`src/rtl/issue_rat_pkg.sv`:
```
// Shared widths, index types and walker state encoding for the issue-stage RAT free list.
package issue_rat_pkg;

    localparam int unsigned PrfCountDef    = 64;
    localparam int unsigned PrfReservedDef = 32;
    localparam int unsigned FgrCountDef    = 16;

    localparam int unsigned PW = $clog2(PrfCountDef);
    localparam int unsigned FW = $clog2(FgrCountDef);

    typedef logic [PW-1:0] prf_idx_t;
    typedef logic [FW-1:0] fgr_idx_t;

    typedef enum logic [0:0] {
        StIdle,
        StWalk
    } walk_state_e;

endpackage

```
`src/rtl/issue_rat_freelist_walk_fifo.sv`:
```
// Circular PRF free list: one pop, up to two pushes per cycle, preloaded with the unmapped PRFs.
module issue_rat_freelist_walk_fifo
    import issue_rat_pkg::*;
#(
    parameter int unsigned P_DEPTH    = PrfCountDef,
    parameter int unsigned P_RESERVED = PrfReservedDef,
    localparam int unsigned DW        = $clog2(P_DEPTH)
) (
    input  logic          clk,
    input  logic          reset,
    input  logic          pop_i,
    input  logic          push_a_i,
    input  logic [DW-1:0] push_a_data_i,
    input  logic          push_b_i,
    input  logic [DW-1:0] push_b_data_i,
    output logic [DW-1:0] head_o,
    output logic [DW:0]   count_o
);

    localparam int unsigned InitCount = P_DEPTH - P_RESERVED;

    logic [DW-1:0] mem_q [P_DEPTH];
    logic [DW-1:0] rptr_q, rptr_d;
    logic [DW-1:0] wptr_q, wptr_d;
    logic [DW:0]   count_q, count_d;
    logic [DW-1:0] wptr_b;

    // Second push lands behind the first when both fire, otherwise it takes the write pointer.
    assign wptr_b = push_a_i ? wptr_q + DW'(1) : wptr_q;

    always_comb begin
        rptr_d  = rptr_q + DW'(pop_i);
        wptr_d  = wptr_q + DW'(push_a_i) + DW'(push_b_i);
        count_d = count_q + (DW+1)'(push_a_i) + (DW+1)'(push_b_i) - (DW+1)'(pop_i);
    end

    always_ff @(posedge clk) begin
        if (!reset) begin
            for (int k = 0; k < P_DEPTH; k++) begin
                mem_q[k] <= (k < InitCount) ? DW'(P_RESERVED + k) : '0;
            end
            rptr_q  <= '0;
            wptr_q  <= DW'(InitCount);
            count_q <= (DW+1)'(InitCount);
        end else begin
            if (push_a_i) mem_q[wptr_q] <= push_a_data_i;
            if (push_b_i) mem_q[wptr_b] <= push_b_data_i;
            rptr_q  <= rptr_d;
            wptr_q  <= wptr_d;
            count_q <= count_d;
        end
    end

    assign head_o  = mem_q[rptr_q];
    assign count_o = count_q;

endmodule

```
`src/rtl/issue_rat_freelist_walk.sv`:
```
// Issue-stage RAT free list with per-FGR speculative acquisition tracking and an abandon walker
// that returns one PRF per cycle.
module issue_rat_freelist_walk
    import issue_rat_pkg::*;
#(
    parameter int unsigned P_PRF_COUNT    = PrfCountDef,
    parameter int unsigned P_PRF_RESERVED = PrfReservedDef,
    parameter int unsigned P_FGR_COUNT    = FgrCountDef,
    localparam int unsigned LPW           = $clog2(P_PRF_COUNT),
    localparam int unsigned LFW           = $clog2(P_FGR_COUNT)
) (
    input  logic           clk,
    input  logic           reset,
    input  logic [LPW-1:0] i_redeemed_prf,
    input  logic           i_redeemed_valid,
    output logic           o_redeemed_ready,
    output logic [LPW-1:0] o_acquire_prf,
    output logic           o_acquire_ready,
    input  logic [LFW-1:0] i_acquire_fgr,
    input  logic           i_acquire_fgr_speculative,
    input  logic           i_acquire_valid,
    input  logic [LFW-1:0] i_commit_fgr,
    input  logic           i_commit_valid,
    input  logic [LFW-1:0] i_abandon_fgr,
    input  logic           i_abandon_valid,
    output logic           o_abandon_ready,
    output logic           o_abandon_busy,
    output logic [LPW:0]   o_free_count
);

    walk_state_e          state_q, state_d;
    logic [P_PRF_COUNT-1:0] vec_q [P_FGR_COUNT];
    logic [P_PRF_COUNT-1:0] vec_d [P_FGR_COUNT];
    logic [P_PRF_COUNT-1:0] walk_q, walk_d;
    logic [P_PRF_COUNT-1:0] walk_lsb_mask;
    logic [LPW-1:0]         walk_idx;
    logic                   walk_push;
    logic                   abandon_fire, acquire_fire, redeem_fire;
    logic [LPW:0]           count;

    issue_rat_freelist_walk_fifo #(
        .P_DEPTH    (P_PRF_COUNT),
        .P_RESERVED (P_PRF_RESERVED)
    ) u_fifo (
        .clk           (clk),
        .reset         (reset),
        .pop_i         (acquire_fire),
        .push_a_i      (redeem_fire),
        .push_a_data_i (i_redeemed_prf),
        .push_b_i      (walk_push),
        .push_b_data_i (walk_idx),
        .head_o        (o_acquire_prf),
        .count_o       (count)
    );

    assign abandon_fire     = i_abandon_valid & o_abandon_ready;
    assign o_acquire_ready  = i_acquire_valid & (count != '0) & (state_q == StIdle) & ~abandon_fire;
    assign acquire_fire     = o_acquire_ready;
    assign o_redeemed_ready = count < (LPW+1)'(P_PRF_COUNT - 1);
    assign redeem_fire      = i_redeemed_valid & o_redeemed_ready;
    assign o_free_count     = count;

    // Lowest set bit of the walk vector.
    always_comb begin
        walk_idx = '0;
        for (int i = P_PRF_COUNT - 1; i >= 0; i--) begin
            if (walk_q[i]) walk_idx = LPW'(i);
        end
        walk_lsb_mask = {{(P_PRF_COUNT-1){1'b0}}, 1'b1} << walk_idx;
    end

    always_comb begin
        walk_d = walk_q;
        if (abandon_fire) begin
            walk_d = vec_q[i_abandon_fgr];
        end else if (walk_push) begin
            walk_d = walk_q & ~walk_lsb_mask;
        end
    end

    // Later assignments win: a same-cycle speculative acquire survives a commit.
    always_comb begin
        vec_d = vec_q;
        if (i_commit_valid) vec_d[i_commit_fgr] = '0;
        if (abandon_fire) vec_d[i_abandon_fgr] = '0;
        if (acquire_fire && i_acquire_fgr_speculative) begin
            vec_d[i_acquire_fgr][o_acquire_prf] = 1'b1;
        end
    end

    always_ff @(posedge clk) begin
        if (!reset) begin
            state_q <= StIdle;
            walk_q  <= '0;
            for (int f = 0; f < P_FGR_COUNT; f++) begin
                vec_q[f] <= '0;
            end
        end else begin
            state_q <= state_d;
            walk_q  <= walk_d;
            vec_q   <= vec_d;
        end
    end

    always_comb begin
        state_d = state_q;
        unique case (state_q)
            StIdle: if (abandon_fire) state_d = StWalk;
            StWalk: if (walk_d == '0) state_d = StIdle;
            default: state_d = StIdle;
        endcase
    end

    always_comb begin
        o_abandon_ready = (state_q == StIdle);
        o_abandon_busy  = (state_q == StWalk);
        walk_push       = (state_q == StWalk) && (walk_q != '0);
    end

endmodule
```
`config.mk`:
```
export PLATFORM = sky130hd
export DESIGN_NAME = issue_rat_freelist_walk
export DESIGN_NICKNAME = d
export VERILOG_FILES = /design/src/rtl/issue_rat_pkg.sv /design/src/rtl/issue_rat_freelist_walk_fifo.sv /design/src/rtl/issue_rat_freelist_walk.sv
export SDC_FILE = /design/constraint.sdc
export NUM_CORES = 2
export LEC_CHECK = 0
export BUFFER_PORTS_ARGS = -buffer_cell sky130_fd_sc_hd__buf_2
export CAP_MARGIN = 20
export CORE_ASPECT_RATIO = 1.1
export CORE_MARGIN = 2
export CORE_UTILIZATION = 57
export DETAILED_ROUTE_END_ITERATION = 16
export HOLD_SLACK_MARGIN = 0.05
export PLACE_DENSITY = 0.73
export SLEW_MARGIN = 20
export SYNTH_ARGS = -nofsm -noshare
export SYNTH_HDL_FRONTEND = slang
export SYNTH_HIERARCHICAL = 1
export SYNTH_SLANG_ARGS = --single-unit
```
`constraint.sdc`:
```
create_clock -name clk -period 5.05 [get_ports clk]
set_input_delay 0.7575 -clock clk [delete_from_list [all_inputs] [get_ports clk]]
set_output_delay 0.7575 -clock clk [all_outputs]
set_load 0.03 [all_outputs]
```
==> metrics.txt <==
antenna viol nets, final 0; RSZ-0062 raised after global routing no; pwr dens 356 mW/mm^2; Ys Warns 6; cts bufs inserted 148; Gate Count Post-Synth 6,223; Hold Buf Count CTS 0; Row Count 132; reg2reg path depth 11; crit start category register; Final #Nets 6,061; root buf cell clkbuf_16; DIE WIDTH 331 um; initial core utilization 57.3%; Compound-Gate Fraction of Synth Area 19.3%; Final Hold Viols 0; Final Slew Violations 0; power after layout 26.5 mW; simple-gate share of the synthesized area 11.3%; Core Area 0.117 sq mm; CTS HTree Levels 4; CTS Buffer Depth 3; # Post-CTS Setup Buffers 0; fin util 63.5%; Worst Hold Class in -> reg; DIE AREA 0.121 sq mm; Post-synth EDFFs 384; Tot GR Track Use 38.1%; worst slew margin relative to its limit 17.0%; syn_nets 6,261; clock-pin slew on the worst setup and hold paths 0.07 ns; 1st-iter DRT viols 9,067; global-route wire length before repair 345 mm; routed length per instance 30.7 um; CTS Sinks 1,492; Leakage 25.0 nW; TritonCTS clock tree yes; Final WS setup 0.0832 ns; vias in the first global route 53,818; GPL Wtd Cong 1.02; post-cts sizing count 0; max_cap viols 0; sequential area share after synthesis 50.1%; Seq cells post-synth 1,492; r2r setup slk 0.36 ns; XOR/XNOR Fraction of Synth Area 0.259%; layout cells sized above 1 16.8%; largest net degree at the start of global routing 150; Max IR drop VDD 0.345 mV; Worst EP required 4.29 ns; Synth cell types 89; fin cells 7,688; placed cell area 0.0694 sq mm; detailed placer's ending HPWL 134 mm; reg-to-reg endpoint vec_q[558]; Final min period 4.97 ns; Final Skew 0.0387 ns; crit-path max FO 21; Synth Flop Type dfxtp_1; Fillers 9,053; Max Fclk 201 MHz; status completed; crit path from u_fifo/rptr_q[2]; num ports 42; post-route design area 0.0746 sq mm; setup TNS 0 ns; Place WS 0.664 ns; grt ovf 0; number of port buffers 41; Vias 55,957; Worst-Margin Slew 1.24 ns; Final setup viols 0; initial antenna violation count 3; Vias/cell 7.28; adder-cell share of the synthesized area 0.275%; Reg-to-Reg Start u_fifo/rptr_q[2]; Area Growth Syn to Fin 10.9%; DR DRC count 0; Syn Area/Cell 10.8 sq um; final wirelength 236 mm; critical path type reg -> out; post-synthesis mux area share 14.6%; CP arrival 4.21 ns; DRT Pass-1 Iters 6; fraction of registers with async set/reset 0%; Mapped Area 0.0672 sq mm; hold slack final 0.485 ns; Die Y 364 um; Crit. End Element output pin; largest family of logic cells by synthesized area compound AO/OA/AOI/OAI gates; dpl cells 7,411; Final Cycle Share 98.4%; Clk Latency, worst-skew pair 0.81 ns; endpoint of the worst setup timing path o_acquire_prf[5]
## critical path: stages (launching register included)
cell	delay [ns]
dfxtp_2	0.75
nand2b_1	0.35
o22ai_1	0.14
a211oi_1	0.86
a211oi_1	0.12
a21oi_1	0.36
o211a_1	0.29
buf_4	0.23
buf_2	0.29
## where the power goes
part | leakage [nW] | switching [mW] | total, mW | internal, mW
clock network | 2.51 | 4.87 | 11.7 | 6.80
registers | 12.5 | 0.117 | 12.5 | 12.4
logic | 9.95 | 1.71 | 2.38 | 0.664
total | 25.0 | 6.70 | 26.5 | 19.8
## per-layer routing
layer	vias to the layer above	share of wire, %	wire (um)	GRT usage [%]
li1	23249	-	-	-
met1	27297	35	82400	46.9
met2	4336	45	107000	60.4
met3	1071	12	29200	9.38
met4	4	7.3	17100	24.1
met5	-	0.0098	23	0
## registers in the layout, summed over array words and instances, names as in the netlist
signal,flops
o_abandon_busy,1
u_fifo/count_o,7
vec_q,1024
u_fifo/rptr_q,6
walk_q,64
u_fifo/wptr_q,6
u_fifo/mem_q,384
## how the worst min path moves through the flow
stage / end / from / cells past startpoint / slack, ns
after global placement: vec_q[129] / vec_q[129] / 2 / 0.47
final: o_abandon_busy / i_abandon_valid / 3 / 0.49
after CTS: o_abandon_busy / i_abandon_valid / 3 / 0.41
after detailed placement: vec_q[549] / vec_q[549] / 2 / 0.48
after global routing: o_abandon_busy / i_abandon_valid / 3 / 0.46
after floorplan: vec_q[100] / vec_q[100] / 2 / 0.46
## cells in the final DEF (no fill, tap or decap), types with 11 or more instances in the layout
| cell type | synthesis | final |
|---|---|---|
| mux2i_1 | 113 | 113 |
| a21oi_1 | 86 | 86 |
| mux2_2 | 11 | 11 |
| nor3_2 | 3 | 23 |
| clkinv_2 | 0 | 21 |
| nor2b_1 | 23 | 22 |
| nor4_1 | 25 | 23 |
| or4_1 | 12 | 12 |
| o221ai_1 | 45 | 45 |
| a211oi_1 | 23 | 23 |
| nor3_1 | 55 | 35 |
| inv_1 | 30 | 29 |
| clkbuf_1 | 519 | 21 |
| edfxtp_1 | 384 | 384 |
| bufinv_16 | 0 | 16 |
| clkbuf_8 | 0 | 28 |
| o22ai_1 | 100 | 100 |
| a22oi_2 | 2 | 12 |
| dfxtp_1 | 1108 | 1105 |
| and2_1 | 64 | 63 |
| a22oi_1 | 1086 | 1076 |
| clkbuf_16 | 0 | 153 |
| nand2_1 | 160 | 160 |
| mux4_2 | 380 | 380 |
| nand2b_1 | 20 | 20 |
| buf_4 | 16 | 227 |
| nor2_1 | 1292 | 1275 |
| a22o_1 | 198 | 198 |
| o22a_1 | 31 | 31 |
| a2bb2oi_1 | 25 | 25 |
| nand3_1 | 51 | 51 |
| buf_2 | 94 | 36 |
| buf_12 | 0 | 28 |
| clkinv_1 | 11 | 24 |
| o21ai_0 | 23 | 23 |
| nor2_4 | 7 | 20 |
## layout make-up
type | instances | area (sq um) | share of cell area, %
Sequential cell | 1492 | 33700 | 45.2
Clock inverter | 70 | 828 | 1.11
Inverter | 42 | 165 | 0.221
Clock buffer | 202 | 4290 | 5.76
Tap cell | 1541 | 1930 | 2.59
Timing Repair Buffer | 297 | 2530 | 3.39
Multi-Input combinational cell | 4042 | 31100 | 41.7
Antenna cell | 2 | 5.00 | 0.00671
## cells by family after synthesis
family                     Yosys count
and+or+nand+nor                   1790
AOI/OAI and AO/OA                 1716
DFF                               1492
buffers and inverters              689
muxes                              504
xor gates and xnor gates            19
adders and majority gates           13
## cell usage after synthesis (10+ instances only)
library cell | count | area, sq um
edfxtp_1 | 384 | 11500
mux2_2 | 11 | 124
a32oi_1 | 14 | 123
inv_1 | 30 | 113
xnor2_1 | 10 | 87.6
nand2_1 | 160 | 601
buf_4 | 16 | 120
nand3_1 | 51 | 255
a22oi_1 | 1086 | 8150
dfxtp_1 | 1108 | 22200
and3_1 | 14 | 87.6
or3_1 | 10 | 62.6
a211oi_1 | 23 | 173
nand2b_1 | 20 | 125
and2_1 | 64 | 400
or4_1 | 12 | 90.1
o22a_1 | 31 | 272
nor3_1 | 55 | 275
buf_1 | 13 | 48.8
a21oi_1 | 86 | 430
a2bb2oi_1 | 25 | 219
o21ai_0 | 23 | 115
mux4_2 | 380 | 8560
nor2_1 | 1292 | 4850
clkinv_1 | 11 | 41.3
o221ai_1 | 45 | 394
buf_2 | 94 | 470
mux2i_1 | 113 | 1130
a22o_1 | 198 | 1730
clkbuf_1 | 519 | 1950
o22ai_1 | 100 | 626
nor4_1 | 25 | 156
nor2b_1 | 23 | 144
ha_1 | 10 | 125
Note: power is estimated with default switching activity, not from simulation.
